--- config.mk ---
export PLATFORM = sky130hd
export DESIGN_NAME = lhn_simd_alu_v
export DESIGN_NICKNAME = d
export VERILOG_FILES = /design/src/rtl/lhn_simd_alu_v.sv
export SDC_FILE = /design/constraint.sdc
export NUM_CORES = 1
export LEC_CHECK = 0
export CORE_MARGIN = 2
export CORE_UTILIZATION = 58
export CTS_BUF_LIST = sky130_fd_sc_hd__clkbuf_16
export CTS_CLUSTER_DIAMETER = 200
export DETAILED_ROUTE_END_ITERATION = 16
export PLACE_DENSITY = 0.81
export SYNTH_ARGS = -nofsm -noshare
export SYNTH_HDL_FRONTEND = slang
export SYNTH_HIERARCHICAL = 1
export SYNTH_SLANG_ARGS = --single-unit
--- constraint.sdc ---
create_clock -name Clock_pin -period 9.3 [get_ports Clock_pin]
set_input_delay 2.325 -clock Clock_pin [delete_from_list [all_inputs] [get_ports Clock_pin]]
set_output_delay 2.325 -clock Clock_pin [all_outputs]
set_load 0.02 [all_outputs]
--- src/rtl/lhn_simd_alu_v.sv ---
// lhn_simd_alu_v: parametrised SIMD execute unit for lhnRISC.
// Single-cycle ALU/shift/MUL/vector ops, an iterative restoring divider
// and a valid/ready handshake on both the request and the result side.
// Optional build macro LHN_ALU_SAT_EN: VADD/VSUB saturate per lane.

// One vector lane: add/sub at width LW with {C,N,V,Z} flags.
module lhn_simd_alu_v_lane #(
  parameter int LW = 7
) (
  input  logic [LW-1:0] i_a,
  input  logic [LW-1:0] i_b,
  input  logic          i_sub,
  output logic [LW-1:0] o_r,
  output logic [3:0]    o_flg
);
  logic [LW:0]   w_sum;
  logic          w_v;
  logic [LW-1:0] w_res;

  // Raw lane arithmetic; bit LW is carry for add and borrow for sub.
  always_comb begin
    w_sum = i_sub ? ({1'b0, i_a} - {1'b0, i_b}) : ({1'b0, i_a} + {1'b0, i_b});
    w_v   = i_sub ? ((i_a[LW-1] != i_b[LW-1]) && (w_sum[LW-1] != i_a[LW-1]))
                  : ((i_a[LW-1] == i_b[LW-1]) && (w_sum[LW-1] != i_a[LW-1]));
  end

`ifdef LHN_ALU_SAT_EN
  // On overflow the true result lies beyond the limit on the side of ta's sign.
  always_comb begin
    w_res = w_sum[LW-1:0];
    if (w_v) w_res = i_a[LW-1] ? {1'b1, {(LW-1){1'b0}}} : {1'b0, {(LW-1){1'b1}}};
  end
`else
  assign w_res = w_sum[LW-1:0];
`endif

  assign o_r   = w_res;
  assign o_flg = {w_sum[LW], w_res[LW-1], w_v, (w_res == '0)};
endmodule

module lhn_simd_alu_v #(
  parameter int DW    = 14,
  parameter int LANES = 2,
  parameter int SW    = 4
) (
  input  logic               Clock_pin,
  input  logic               Reset_pin,
  input  logic               in_valid,
  output logic               in_ready,
  input  logic [3:0]         op,
  input  logic [DW-1:0]      ta,
  input  logic [DW-1:0]      tb,
  input  logic [3:0]         sr_in,
  output logic               out_valid,
  input  logic               out_ready,
  output logic [DW-1:0]      res_h,
  output logic [DW-1:0]      res_l,
  output logic [4*LANES-1:0] sr_out
);
  localparam int LW = DW / LANES;
  localparam int CW = $clog2(DW + 1);

  localparam logic [3:0] OP_ADD  = 4'd0,  OP_SUB  = 4'd1,  OP_ADDC = 4'd2,  OP_SUBC = 4'd3;
  localparam logic [3:0] OP_MUL  = 4'd4,  OP_DIV  = 4'd5,  OP_AND  = 4'd6,  OP_OR   = 4'd7;
  localparam logic [3:0] OP_XOR  = 4'd8,  OP_NOT  = 4'd9,  OP_SRL  = 4'd10, OP_SRA  = 4'd11;
  localparam logic [3:0] OP_ROTL = 4'd12, OP_ROTR = 4'd13, OP_VADD = 4'd14, OP_VSUB = 4'd15;

  typedef enum logic [1:0] {S_IDLE, S_DIV_RUN, S_HOLD} state_t;

  state_t               r_state;
  logic                 r_out_valid;
  logic [DW-1:0]        r_res_h, r_res_l;
  logic [4*LANES-1:0]   r_sr;
  logic [DW-1:0]        r_quo, r_rem, r_dvs;
  logic [CW-1:0]        r_cnt;

  logic                 w_accept;
  logic                 w_cin, w_sub;
  logic [DW:0]          w_as;
  logic                 w_as_v;
  logic [2*DW-1:0]      w_prod;
  logic [31:0]          w_amt32;
  logic [SW-1:0]        w_amt;
  logic [DW:0]          w_shx;
  logic [2*DW-1:0]      w_dbl_l, w_dbl_r;
  logic [DW-1:0]        w_res_h, w_res_l;
  logic [3:0]           w_flg;
  logic [4*LANES-1:0]   w_sr;
  logic [LANES-1:0][LW-1:0] w_vres;
  logic [LANES-1:0][3:0]    w_vflg;
  logic [DW:0]          w_shf, w_dif;
  logic                 w_ge;

  assign in_ready  = !Reset_pin && (r_state != S_DIV_RUN) && (!r_out_valid || out_ready);
  assign w_accept  = in_valid && in_ready;
  assign out_valid = r_out_valid;
  assign res_h     = r_res_h;
  assign res_l     = r_res_l;
  assign sr_out    = r_sr;

  // Vector lanes, independent carries.
  genvar k;
  generate
    for (k = 0; k < LANES; k++) begin : g_lane
      lhn_simd_alu_v_lane #(.LW(LW)) u_lane (
        .i_a   (ta[LW*k +: LW]),
        .i_b   (tb[LW*k +: LW]),
        .i_sub (op == OP_VSUB),
        .o_r   (w_vres[k]),
        .o_flg (w_vflg[k])
      );
    end
  endgenerate

  // Shared datapath pieces: scalar add/sub with carry-in, product, shifter.
  always_comb begin
    w_sub   = (op == OP_SUB) || (op == OP_SUBC);
    w_cin   = ((op == OP_ADDC) || (op == OP_SUBC)) && sr_in[3];
    w_as    = w_sub ? ({1'b0, ta} - {1'b0, tb} - {{DW{1'b0}}, w_cin})
                    : ({1'b0, ta} + {1'b0, tb} + {{DW{1'b0}}, w_cin});
    w_as_v  = w_sub ? ((ta[DW-1] != tb[DW-1]) && (w_as[DW-1] != ta[DW-1]))
                    : ((ta[DW-1] == tb[DW-1]) && (w_as[DW-1] != ta[DW-1]));
    w_prod  = {{DW{1'b0}}, ta} * {{DW{1'b0}}, tb};
    w_amt32 = 32'(tb[SW-1:0]) % DW;
    w_amt   = w_amt32[SW-1:0];
    // Bit 0 of {ta,0}>>amt is the last bit shifted out (0 when amt==0).
    w_shx   = {ta, 1'b0} >> w_amt;
    w_dbl_l = {ta, ta} << w_amt;
    w_dbl_r = {ta, ta} >> w_amt;
  end

  // Result/flag select for every single-cycle op.
  always_comb begin
    w_res_h = '0;
    w_res_l = '0;
    w_flg   = '0;
    w_sr    = '0;
    case (op)
      OP_ADD, OP_SUB, OP_ADDC, OP_SUBC: begin
        w_res_h = w_as[DW-1:0];
        w_flg   = {w_as[DW], w_as[DW-1], w_as_v, (w_as[DW-1:0] == '0)};
      end
      OP_MUL: begin
        w_res_h = w_prod[DW-1:0];
        w_res_l = w_prod[2*DW-1:DW];
        w_flg   = {(w_res_l != '0), w_res_h[DW-1], (w_res_l != '0), (w_prod == '0)};
      end
      OP_AND, OP_OR, OP_XOR, OP_NOT, OP_ROTL, OP_ROTR: begin
        case (op)
          OP_AND:  w_res_h = ta & tb;
          OP_OR:   w_res_h = ta | tb;
          OP_XOR:  w_res_h = ta ^ tb;
          OP_NOT:  w_res_h = ~ta;
          OP_ROTL: w_res_h = w_dbl_l[2*DW-1:DW];
          default: w_res_h = w_dbl_r[DW-1:0];
        endcase
        w_flg = {sr_in[3], w_res_h[DW-1], sr_in[1], (w_res_h == '0)};
      end
      OP_SRL, OP_SRA: begin
        w_res_h = (op == OP_SRA) ? DW'($signed(ta) >>> w_amt) : (ta >> w_amt);
        w_flg   = {w_shx[0], w_res_h[DW-1], sr_in[1], (w_res_h == '0)};
      end
      default: ;
    endcase
    if (op == OP_VADD || op == OP_VSUB) begin
      w_res_h = w_vres;
      w_sr    = w_vflg;
    end else begin
      w_sr[3:0] = w_flg;
    end
  end

  // Divider step: restoring shift-subtract, one quotient bit per cycle.
  always_comb begin
    w_shf = {r_rem, r_quo[DW-1]};
    w_ge  = (w_shf >= {1'b0, r_dvs});
    w_dif = w_shf - {1'b0, r_dvs};
  end

  // Control FSM with registered result, flags and valid.
  always_ff @(posedge Clock_pin) begin
    if (Reset_pin) begin
      r_state     <= S_IDLE;
      r_out_valid <= 1'b0;
      r_res_h     <= '0;
      r_res_l     <= '0;
      r_sr        <= '0;
      r_quo       <= '0;
      r_rem       <= '0;
      r_dvs       <= '0;
      r_cnt       <= '0;
    end else if (r_state == S_DIV_RUN) begin
      if (r_cnt != CW'(DW)) begin
        r_rem <= w_ge ? w_dif[DW-1:0] : w_shf[DW-1:0];
        r_quo <= {r_quo[DW-2:0], w_ge};
        r_cnt <= r_cnt + 1'b1;
      end else begin
        // Divide by zero falls out as quotient all ones, remainder ta.
        r_res_h     <= r_quo;
        r_res_l     <= r_rem;
        r_sr        <= '0;
        r_sr[3:0]   <= {1'b0, 1'b0, (r_dvs == '0), (r_quo == '0)};
        r_out_valid <= 1'b1;
        r_state     <= S_HOLD;
      end
    end else if (w_accept) begin
      if (op == OP_DIV) begin
        r_quo       <= ta;
        r_rem       <= '0;
        r_dvs       <= tb;
        r_cnt       <= '0;
        r_out_valid <= 1'b0;
        r_state     <= S_DIV_RUN;
      end else begin
        r_res_h     <= w_res_h;
        r_res_l     <= w_res_l;
        r_sr        <= w_sr;
        r_out_valid <= 1'b1;
        r_state     <= S_HOLD;
      end
    end else if (r_out_valid && out_ready) begin
      r_out_valid <= 1'b0;
      r_state     <= S_IDLE;
    end
  end
endmodule
Word level (Yosys, flattened, before mapping)

Cells that the tools add are included.

Eq/ne operators: 28
Shifts and indexed selects: 5
Reductions and logical operators: 37
$lt $le $gt $ge: 1
Multiplexer cells: 50
Add/sub/neg operators: 10
Multiply operators: 1
Bitwise operators: 5
Divide/modulo/power cells: 1

Operator list:

| operator                                                                | count |
|---|---|
| 14-bit 2-to-1 mux                                                       | 21 |
| 14-bit zero test                                                        | 5 |
| 14-bit one-hot mux with 5 select lines                                  | 1 |
| 14-bit one-hot mux with 4 select lines                                  | 1 |
| 8-bit 2-to-1 mux                                                        | 6 |
| 4-bit == test, second input constant                                    | 8 |
| 4-bit by 4-bit remainder unit with 32-bit output, second input constant | 1 |
| 28-bit zero test                                                        | 1 |
| 14-bit by 14-bit multiplier with 28-bit output                          | 1 |
| 28-bit by 4-bit left shift with 28-bit output                           | 1 |
| 28-bit by 4-bit >> shifter with 14-bit output                           | 1 |
| 4-bit 2-to-1 mux                                                        | 6 |
| 7-bit by 7-bit adder with 8-bit output                                  | 2 |
| 4-bit by 3-bit == test with 1-bit output, second input constant         | 4 |
| 4-bit one-hot mux with 4 select lines                                   | 1 |
| 7-bit by 7-bit subtractor with 8-bit output                             | 2 |
| 14-bit by 14-bit adder with 15-bit output                               | 1 |
| 15-bit by 1-bit adder with 15-bit output                                | 1 |
| 15-bit by 14-bit >= comparator with 1-bit output                        | 1 |
| 15-bit 2-to-1 mux                                                       | 1 |
| 15-bit by 4-bit >> shifter with 1-bit output                            | 1 |
| 14-bit by 14-bit subtractor with 15-bit output                          | 1 |
| 15-bit by 1-bit subtractor with 15-bit output                           | 1 |
| 14-bit AND                                                              | 1 |
| other kinds (31)                                                        | 68 |

Input bits: 40
Logic and storage cells: 147
Output and inout port bits: 38
Register bits after elaboration: 85

Longest topological paths before layout

Depth in word-level cells: 13
Mapped depth: 27
Mapped depth without buffers: 25

Modules after synthesis

The synthesis kept the hierarchy.

By module, submodules not included:

| module              | area each (um^2) | cells each | seq. area each (um^2) | instances |
|---|---|---|---|---|
| lhn_simd_alu_v      | 15407.3          | 2023       | 1681.6                | 1 |
| lhn_simd_alu_v_lane | 538.0            | 73         | 0.0                   | 2 |

Worst setup path before layout

Ideal clock, no wire load.

Kind: input port to flip-flop
From: in tb[2]
To: reg r_sr[0] (netlist: sr_out[0])
Stages on the path: 27
Data required time: 9.214 ns
Library setup time: 0.086 ns
Path buffers: 2
Data arrival time: 8.739 ns
Path slack: 0.475 ns
Cells stage by stage: clkbuf_1 > inv_1 > clkbuf_1 > nor2_1 > fa_1 > inv_1 > fa_1 > inv_1 > fa_1 > inv_1 > fa_1 > inv_1 > fa_1 > inv_1 > fa_1 > inv_1 > ha_1 > a21oi_1 > nand2b_1 > o21ai_2 > a21oi_2 > or4_4 > a221oi_2 > or4b_1 > nor3_2 > nand4_1 > a221oi_2

Longest elaborated chain between the ends: 10
Elaborated cells between the ends (all ways): 30
Classes of those cells: 6 x add/sub; 1 x mul; 1 x div; 4 x shift; 10 x mux; 3 x bitwise; 5 x reduce/logical

Ends and longest elaborated chain:

| element                                                                                                        | RTL line | RTL |
|---|---|---|
| start, declared                                                                                                | 52       | `input logic [DW-1:0] tb,` |
| 4-bit by 4-bit remainder unit with 32-bit output                                                               | 124      | `w_amt32 = 32'(tb[SW-1:0]) % DW;` |
| 28-bit by 4-bit >> shifter with 14-bit output or 28-bit by 4-bit left shift with 28-bit output (tied branches) | 129, 128 |  |
| 14-bit one-hot mux with 5 select lines                                                                         | 149      | `case (op)` |
| 14-bit 2-to-1 mux                                                                                              | 138      | `case (op)` |
| 14-bit zero test                                                                                               | 157      | `w_flg = {sr_in[3], w_res_h[DW-1], sr_in[1], (w_res_h == '0)};` |
| 4-bit one-hot mux with 4 select lines                                                                          | 138      |  |
| 4-bit 2-to-1 mux (*)                                                                                           | 165      | `if (op == OP_VADD \|\| op == OP_VSUB) begin` |
| 8-bit 2-to-1 mux (*)                                                                                           | 207      | `if (op == OP_DIV) begin` |
| 8-bit 2-to-1 mux (*)                                                                                           | 206      | `end else if (w_accept) begin` |
| 8-bit 2-to-1 mux (*)                                                                                           | 192      | `end else if (r_state == S_DIV_RUN) begin` |
| end signal, assigned                                                                                           | 202      | `r_sr[3:0] <= {1'b0, 1'b0, (r_dvs == '0), (r_quo == '0)};` |
| end signal, assigned                                                                                           | 217      | `r_sr <= w_sr;` |
| end, declared                                                                                                  | 73       | `logic [4*LANES-1:0] r_sr;` |

Mark *: on every way between the ends. The rest lies on a longest branch, timed or not. The select of a mux whose other input is x is not followed.
A chain may end at the register's enable or synchronous reset.

Worst setup path in the final report

From: in ta[1]
To: reg r_sr[0] (netlist: sr_out[0])

Longest elaborated chain between the ends: 9
Elaborated cells between the ends (all ways): 30
Classes of those cells: 6 x add/sub; 1 x mul; 4 x shift; 10 x mux; 4 x bitwise; 5 x reduce/logical

Ends and longest elaborated chain:

| element                                                           | RTL line | RTL |
|---|---|---|
| start, declared                                                   | 51       | `input logic [DW-1:0] ta,` |
| 14-bit by 14-bit adder with 15-bit output (tied with other cells) | 120      | `: ({1'b0, ta} + {1'b0, tb} + {{DW{1'b0}}, w_cin});` |
| 15-bit by 1-bit adder with 15-bit output (tied with other cells)  | 120      |  |
| 15-bit 2-to-1 mux or 14-bit 2-to-1 mux (tied branches)            | 119, 138 |  |
| 14-bit zero test (on tied branches)                               | 141, 157 |  |
| 4-bit one-hot mux with 4 select lines                             | 138      |  |
| 4-bit 2-to-1 mux (*)                                              | 165      |  |
| 8-bit 2-to-1 mux (*)                                              | 207      |  |
| 8-bit 2-to-1 mux (*)                                              | 206      |  |
| 8-bit 2-to-1 mux (*)                                              | 192      |  |

Marked as above.

==> results_dict.tcl <==
set metrics [dict create \
    synth_seq_cells 84 \
    clock_latency_ns 0.34 \
    fin_util_pct 68.05 \
    path_class "in2reg" \
    slew_headroom_pct 27.92 \
    crit_path_start_kind "input port" \
    cts_resized 0 \
    ys.flop_type "dfxtp_1" \
    coreArea_sq_mm 0.02786 \
    yosys.area.top_type "fa_1" \
    yosysSeqAreaShare_pct 10.20 \
    grt_remaining_overflow 0 \
    ys_types 89 \
    busiest_layer "met2" \
    first_iter_violations 2219 \
    ys.warnings.count 6 \
    cts_sinks 84 \
    status "finished clean" \
    synth.avg_cell_area_sq_um 7.599 \
    dp_cells 2687 \
    antenna_found_initial 1 \
    p_per_area_mw_per_mm2 295.5 \
    die_w_um 172.6 \
    instances_no_fill 2704 \
    final.period_utilization_pct 97.04 \
    crit_path_end_kind "register" \
    cts_htree_levels 3 \
    clk_pin_slew_ns 0.06 \
    use_met1_pct 51.39 \
    setup_violations 0 \
    grt_pass1_wl_mm 95.38 \
    rsz0062_at_grt "false" \
    drv_cap 0 \
    synthTopCellsByCount "261 x nand2_1, 256 x nor2_1, 238 x inv_1, 180 x ha_1, 148 x fa_1" \
    drt-total-wl_mm 60.76 \
    gp_congestion 1.078 \
    synth_nets 2537 \
    grtUsageMet3_pct 8.443 \
    timing.fmax_mhz 110.8 \
    via_per_inst 6.452 \
    netlist_area_sq_mm 0.01648 \
    track_usage_pct 40.54 \
    wire_per_inst_um 22.47 \
    cts_tree "done" \
    area_delta_synth_final_pct 15.01 \
    route.antenna.remaining_nets 0 \
    min_path_type "reg2reg" \
    fp.dieH_um 172.6 \
    critPathRequiredTime_ns 9.56 \
    met2_usage_pct 64.31 \
    yosys.area.top_type_share_pct 17.97 \
    clock_skew_ns 0.007551 \
    fin_crit_ns 9.025 \
    worst_slew_pin_slew_ns 1.077 \
    hpwlAfterDp_mm 48.49 \
    clk_path_buf_depth 2 \
    root_buffer "clkbuf_16" \
    hold_buffers 0 \
    rrSetupSlack_ns 5.72 \
    ir_drop_mv 0.5442 \
    portBuffers 75 \
    synthCells 2169 \
    rows 61 \
    drive_above_1_share_pct 11.31 \
    start_util_pct 59.17 \
    cp.arrival_ns 9.28 \
    grt_max_degree 76 \
    die_area_sq_mm 0.02978 \
    drt-pass1-iter-count 8 \
    async_flop_share_pct 0 \
    grt_pass1_vias 17090 \
    io_pins 78 \
    cts_made_buffers 9 \
    synth_edf_count 0 \
    yosys-top-cells-area "fa_1 18%, ha_1 14%, dfxtp_1 10%, nand2_1 5.9%, nor2_1 5.8%" \
    crit_fanout 5 \
    hold_viol 0 \
    yosysMostFrequentCell "nand2_1" \
    leakagePower_nw 8.786 \
    vias 17450 \
    drcViolationCount 0 \
    fin_nets 2688 \
    postCtsSetupBuffers 0 \
    drv_slew 0 \
]
==> final timing paths <==
check	from	to	cells after the start
min	res_h[2]	res_h[2]	2
min reg2reg	res_h[2]	res_h[2]	2
max reg2reg	r_state[0]	r_rem[12]	9
max	ta[1]	sr_out[0]	24
==> cell usage in the layout (no fill, tap or decap), drive strengths merged, types with 23 or more instances in the layout <==
cell type,instances
a21o,29
a221oi,25
xor2,28
xnor2,41
inv,245
o211ai,27
nand2,261
clkdlybuf4s50,68
dfxtp,84
nor3,56
o21ai,83
nor2,256
ha,180
mux2i,55
nor2b,23
fa,148
a21oi,141
buf,186
nand3,26
==> where the power goes <==
| group | switching [mW] | internal (mW) |
|---|---|---|
| sequential | 0.00903 | 0.372 |
| clock | 0.158 | 0.182 |
| combinational | 2.73 | 2.14 |
==> final cells by class <==
class / instances / area, sq um
diodes: 1 / 2.502
clock buffers: 9 / 225.2
clock inverters: 7 / 50.05
fillers: 2355 / 8901
inverters: 254 / 955.9
multi-input cells: 1712 / 13430
flip-flops and latches: 84 / 1682
well taps: 378 / 473.0
repair buffers: 259 / 2135
==> through the flow <==
stage	hold WS, ns	setup TNS [ns]	power (mW)	setup WS, ns	instance area (sq um)
floorplan	0.4490	0	3.017	0.4751	16480
global placement	0.4436	-0.2718	4.895	-0.1576	18620
detailed placement	0.4485	-0.5572	5.048	-0.2545	18620
CTS	0.4571	0	5.412	0.06677	18890
global route	0.4770	0	6.049	0.001060	18960
finish	0.4582	0	5.601	0.2749	18960
==> critical path, cell delays in order <==
cell and delay [ns]:
clkdlybuf4s50_1 0.67, nand2_1 0.13, fa_1 0.53, fa_1 0.56, inv_1 0.05, fa_1 0.51
fa_1 0.53, fa_1 0.54, inv_1 0.05, fa_1 0.49, inv_1 0.05, ha_1 0.36
a21oi_1 0.29, buf_4 0.18, o22ai_1 0.08, a21oi_1 0.16, o31a_1 0.31, o21ba_2 0.21
xnor2_1 0.10, a2111o_1 0.42, nor3_2 0.18, buf_4 0.16, nand4_1 0.11, a221oi_2 0.26
==> per-layer routing <==
metal | part of all wire [%] | routed length (um)
met1 | 38 | 23040
met2 | 44 | 26850
met3 | 11 | 6517
met4 | 7.2 | 4361
met5 | 0 | 0
==> kinds of logic after synthesis <==
logic type,after synthesis,synth area share [%]
and+or+nand+nor,741,20.04
AOI/OAI and AO/OA,495,20.36
buffers and inverters,373,8.729
adders and majority gates,328,31.64
DFF,84,10.20
muxes,79,5.367
xor gates and xnor gates,69,3.666
==> flip-flops by register name, summed over array words and instances (netlist names) <==
register  count
r_dvs        14
r_quo        14
r_rem        14
res_h        14
res_l        14
sr_out        8
r_cnt         4
r_state       2
(Power assumes the default switching activity.)
